### config.mk
export PLATFORM = sky130hd
export DESIGN_NAME = register_file
export DESIGN_NICKNAME = d
export VERILOG_FILES = /design/src/rtl/register_file.sv
export SDC_FILE = /design/constraint.sdc
export NUM_CORES = 2
export LEC_CHECK = 0
export CORE_UTILIZATION = 43
export DETAILED_ROUTE_END_ITERATION = 6
export RECOVER_POWER = 100
export SLEW_MARGIN = 5
export SYNTH_ARGS = -nofsm -noshare
export SYNTH_HDL_FRONTEND = slang
export SYNTH_SLANG_ARGS = --single-unit
### constraint.sdc
create_clock -name clk -period 2.5 [get_ports clk]
set_input_delay 0.25 -clock clk [delete_from_list [all_inputs] [get_ports clk]]
set_output_delay 0.25 -clock clk [all_outputs]
set_load 0.01 [all_outputs]
### src/rtl/register_file.sv
// register_file: 32x32 RISC-V integer register file, two async read ports, one sync write port
module register_file #(
  parameter int DATA_WIDTH = 32,
  parameter int ADDR_WIDTH = 5,
  parameter logic [DATA_WIDTH-1:0] SP_INIT = 32'h7FFF_EFFC,
  parameter logic [DATA_WIDTH-1:0] GP_INIT = 32'h1000_8000,
  parameter bit BYPASS = 1'b0
) (
  input  logic                  clk,
  input  logic                  reset,
  input  logic                  Reg_Write_i,
  input  logic [ADDR_WIDTH-1:0] Write_Register_i,
  input  logic [DATA_WIDTH-1:0] Write_Data_i,
  input  logic [ADDR_WIDTH-1:0] Read_Register_1_i,
  input  logic [ADDR_WIDTH-1:0] Read_Register_2_i,
  output logic [DATA_WIDTH-1:0] Read_Data_1_o,
  output logic [DATA_WIDTH-1:0] Read_Data_2_o
);
  localparam int DEPTH = 2**ADDR_WIDTH;
  logic [DATA_WIDTH-1:0] mem [DEPTH];
  logic wr_en;
  assign wr_en = Reg_Write_i && Write_Register_i != '0;
  always_ff @(posedge clk or negedge reset)
    if (!reset)
      for (int i = 0; i < DEPTH; i++)
        mem[i] <= (i == 2) ? SP_INIT : (i == 3) ? GP_INIT : '0;
    else if (wr_en)
      mem[Write_Register_i] <= Write_Data_i;
  // forwarding is suppressed while reset is held so reads show the reset contents
  always_comb begin
    Read_Data_1_o = (Read_Register_1_i == '0) ? '0 :
                    (BYPASS && reset && wr_en && Write_Register_i == Read_Register_1_i) ? Write_Data_i :
                    mem[Read_Register_1_i];
    Read_Data_2_o = (Read_Register_2_i == '0) ? '0 :
                    (BYPASS && reset && wr_en && Write_Register_i == Read_Register_2_i) ? Write_Data_i :
                    mem[Read_Register_2_i];
  end
endmodule

; Word level (Yosys, flattened, before mapping)
; Index checks and enable logic that the tools add are counted.
[totals]
reg_bits = 1024
input_bits = 50
output_inout_bits = 64
word_cells = 55
[classes]
order_cmp = 4
n_mux = 11
n_bitwise = 3
reduce_logical = 5
[ops]
columns = operator, count
row1 = 1024-bit bitwise mux, 1
row2 = 32-bit binary-select mux with 5-bit select, 2
row3 = 32-bit two-way mux, 7
row4 = 32-bit demux with 5-bit select, 1
row5 = 6-bit >= comparator (second input constant), 3
row6 = 5-bit inverter with 6-bit output, 3
row7 = 5-bit zero test, 2
row8 = 6-bit by 1-bit less-than comparator with 1-bit output (second input constant), 1
row9 = 5-bit nonzero test, 1
row10 = 1-bit logical AND, 2

; Longest topological paths before layout
[logic_depth]
depth_word = 6
ltp_mapped = 7

; Least setup slack after synthesis
; OpenSTA, ideal clock, no wires.
[synth_timing]
path_kind = input to output
from = input port Read_Register_1_i[0]
to = output port Read_Data_1_o[0]
t_arrival_ns = 1.690
required_time_ns = 2.250
slack_ns = 0.560
stages = 7
path_buffers = 3
cell_sequence = buf_2 > inv_1 > buf_2 > buf_2 > nor2_1 > a22oi_1 > a311oi_1
[synth_between]
elab_chain_len = 5
word_cells_on_any_way = 6
[synth_rtl]
columns = element, line_no
row1 = start: declaration, 14  ; input logic [ADDR_WIDTH-1:0] Read_Register_1_i,
row2 = 5-bit inverter with 6-bit output (not written as such), 33  ; mem[Read_Register_1_i];
row3 = 32-bit binary-select mux with 5-bit select, 33
row4 = 32-bit two-way mux (not written as such) (2 in series), 33
row5 = 32-bit two-way mux *, 31  ; Read_Data_1_o = (Read_Register_1_i == '0) ? '0 :
row6 = end: declaration, 16  ; output logic [DATA_WIDTH-1:0] Read_Data_1_o,
; Every way passes the cells marked *; elsewhere a longest branch is shown, timed or not. The select of a mux whose other input is x is not followed.

; Worst setup path after layout
[layout_timing]
from = register mem[727] in the netlist's numbering
to = output port Read_Data_1_o[23]
[layout_between]
elab_chain_len = 4
[layout_rtl]
columns = element, line_no
row1 = start: declaration, 20  ; logic [DATA_WIDTH-1:0] mem [DEPTH];
row2 = start signal: indexed assignment, 26  ; mem[i] <= (i == 2) ? SP_INIT : (i == 3) ? GP_INIT : '0;
row3 = start signal: indexed assignment, 28  ; mem[Write_Register_i] <= Write_Data_i;
row4 = 32-bit binary-select mux with 5-bit select, 33
row5 = 32-bit two-way mux (not written as such) (2 in series), 33
row6 = 32-bit two-way mux, 31
; No other way between the ends. The select of a mux whose other input is x is not followed.

==> metrics.md <==
| Metric | Value |
|---|---|
| CORE AREA | `126000 um^2` |
| Peak supply drop | `0.686 mV` |
| Final Hold Vio Count | `0` |
| Cell count after synthesis | `3621` |
| Synth area leader | `dfrtp_1` |
| Synth unique cells | `36` |
| Clock transition at the registers of the reported paths | `~60 ps` |
| Tot GR Track Use | `0.297` |
| Slowest CP cell | `mux4_2` |
| Outcome | `finished, violations left` |
| Die Ht | `358 um` |
| RSZ-0062 raised after global routing | `true` |
| Mapped Nets | `around 3700` |
| Synth warnings | `0` |
| CTS tree | `yes` |
| Routed via count | `36337` |
| Reg with most FFs | `mem` |
| Max clock buf depth | `3` |
| Clk root buf | `clkbuf_16` |
| Die area | `between 100000 and 150000 um^2` |
| Synth top area share | `0.457` |
| Setup crit start kind | `flop` |
| Worst Setup End Kind | `primary output` |
| Placed Cells incl. Taps | `5478` |
| FMAX | `367 MHz` |
| Critical path arrival | `2480 ps` |
| Cts bufs inserted | `115` |
| Final Skew | `0 ps` |
| Initial DRT Pass Iterations | `5` |
| Power, Total | `0.0514 W` |
| Clock period minus worst slack | `~2700 ps` |
| Synth async-reset ratio | `1.00` |
| Buffers on Ports | `113` |
| Max reg flops | `1024` |
| Worst min path class | `input port to asynchronous set/reset pin` |
| Top FF cell, synth | `dfrtp_1` |
| R2R cell count | `3` |
| Area of the multi-input gates | `28600 um^2` |
| Starting density of the core | `0.433` |
| CTS H-tree depth | `3` |
| Pleak | `around 28 nW` |
| Critical path class | `flop to primary output` |
| Post-DRT Antenna Nets | `0` |
| Tcrit/Tclk final | `1.09` |
| Share of cells above drive strength 1 | `0.627` |
| Violations in the final reports | `setup timing` |
| Post-synthesis sequential area ratio | `0.472` |
| Critical path data required time | `~2300 ps` |
| Final setup viols | `64` |
| Pin count of the biggest net entering global routing | `92` |
| Filler cells | `10530` |
| Layout Cells excl Fill | `~5700` |
| Regs by FF count | `mem (1024)` |
| GPL Wtd Cong | `0.865` |
| Syn Area/Cell | `between 15 and 20 um^2` |
| Syn Std Cell Area | `54400 um^2` |
| DIE WIDTH | `~360 um` |
| First-pass GRT wire length | `274000 um` |
| Io pins | `approximately 110` |
| Synth top area cells | `dfrtp_1, mux2_2, mux4_2` |
| Most frequent cells in the layout | `mux2_2, dfrtp_1, mux4_2, buf_4, mux2i_1` |
| Worst slew pin tran | `1350 ps` |
| Area grow syn2layout | `21.0%` |
| Clock Latency Late Sink | `~750 ps` |
| Vias in the first global route | `37421` |
| Reg2Reg Setup Slack | `1490 ps` |
| Grt ovf | `0` |
| Nets | `3994` |
| Diode count | `0` |
| Most common cell after layout, fill and taps aside | `mux2_2` |
| Reg area | `25700 um^2` |
| Max-Cap Viols | `0` |
| Iter 0 DRT Violations | `3313` |
| Detailed placer's ending HPWL | `121000 um` |
| Max Fanout on Critical Path | `3` |
| Slew Viols, Final | `0` |
| Row count | `130` |
| DRT Wirelength | `187000 um` |
| Residual DRC | `0` |
| Clk sinks | `1024` |
| CP peak stage delay | `470 ps` |
| PD cells | `781 nW/um^2` |
| #FFs+latches synth | `1024` |
| Final setup margin | `-227 ps` |
| Vias per cell | `6.38` |
| Worst slew margin | `0.0988` |
| CP Cell Sequence | `mux4_2 -> mux2_4 -> o21ai_2 -> a311oi_1 -> buf_4 -> buf_6` |
| EDFF count, synth | `0` |
| Antenna violations before repair | `2` |
| Routed len/inst | `32.8 um` |
[final timing paths]
| path | startpoint | endpoint |
|---|---|---|
| setup / recovery | mem[727] | Read_Data_1_o[23] |
| min in group clk | mem[1002] | mem[1002] |
| hold / removal | reset | mem[1004] |
| max in group asynchronous | reset | mem[667] |
| hold reg to reg | mem[1002] | mem[1002] |
| setup reg to reg | mem[516] | mem[516] |
[synth_stat cells (5+ instances only)]
cell       number
a211oi_1       64
a221oi_1       46
a22oi_1        64
a311oi_1       64
buf_2         170
buf_4          34
clkbuf_1      223
dfrtp_1       994
dfstp_2        30
mux2_1         10
mux2_2       1046
mux2i_1       128
mux4_2        448
nand2_1        49
nand2b_1        5
nor2_1         19
nor2b_1        71
o2111ai_1      18
o21ai_0       101
o21ai_1         9
[kinds of logic after synthesis]
kind of cell / share of synthesized area
DFF: 0.472
buffers and inverters: 0.0363
and+or+nand+nor: 0.0161
muxes: 0.428
AOI/OAI and AO/OA: 0.0484
[layout make-up]
class,count,area share
Inverter,2,0.000190
Sequential cell,1024,0.390
Timing Repair Buffer,638,0.0838
Tap cell,1650,0.0314
Clock inverter,54,0.0108
Clock buffer,164,0.0502
Multi-Input combinational cell,2163,0.434
[layer usage]
metal  vias to the layer above  GRT usage  routed length [um]
met5                         -    0.00296                  72
met4                         6      0.109                7570
met3                       359     0.0630               14400
met2                      1447      0.458               85700
met1                     19749      0.416               79000
li1                      14776          -                   -
[per-stage QoR]
| stage | TNS, ps | util | area (um^2) | hold WS (ps) | setup WS (ps) |
|---|---|---|---|---|---|
| after global placement | -26540 | 0.491 | 61700 | 220 | -685 |
| after detailed placement | -25960 | 0.491 | 61700 | 220 | -667 |
| after CTS | -8980 | 0.531 | 66700 | 20.0 | -249 |
| after global routing | -26080 | 0.524 | 65800 | 404 | -266 |
| final | -6970 | 0.524 | 65800 | 351 | -227 |
| after floorplan | 0 | - | 54400 | -45.6 | 560 |
[power breakdown]
part | internal (W) | total (W) | leakage [nW] | switching (W)
combinational | 0.00672 | 0.0112 | 13.3 | 0.00448
sequential | 0.0198 | 0.0221 | 13.1 | 0.00230
clock | 0.0108 | 0.0181 | 1.99 | 0.00728
[timing repair]
action / 4_1_cts / 5_1_grt
resized for setup: 604 / 98
setup buffers: 12 / 9
endpoints found under the setup margin: 64 / 64
hold buffers: 1 / 0
pin swaps: 76 / 61
hold endpoints to repair: 642 / 0
[worst max-delay path, delay by kind of cell, from the launching register on]
| family | cells | cell delay, ps |
|---|---|---|
| flip-flops | 1 | 410 |
| multiplexers | 2 | 760 |
| buffers and inverters | 2 | 340 |
| AO/OA/AOI/OAI | 2 | 200 |
Power figures use the tool's default switching activity.
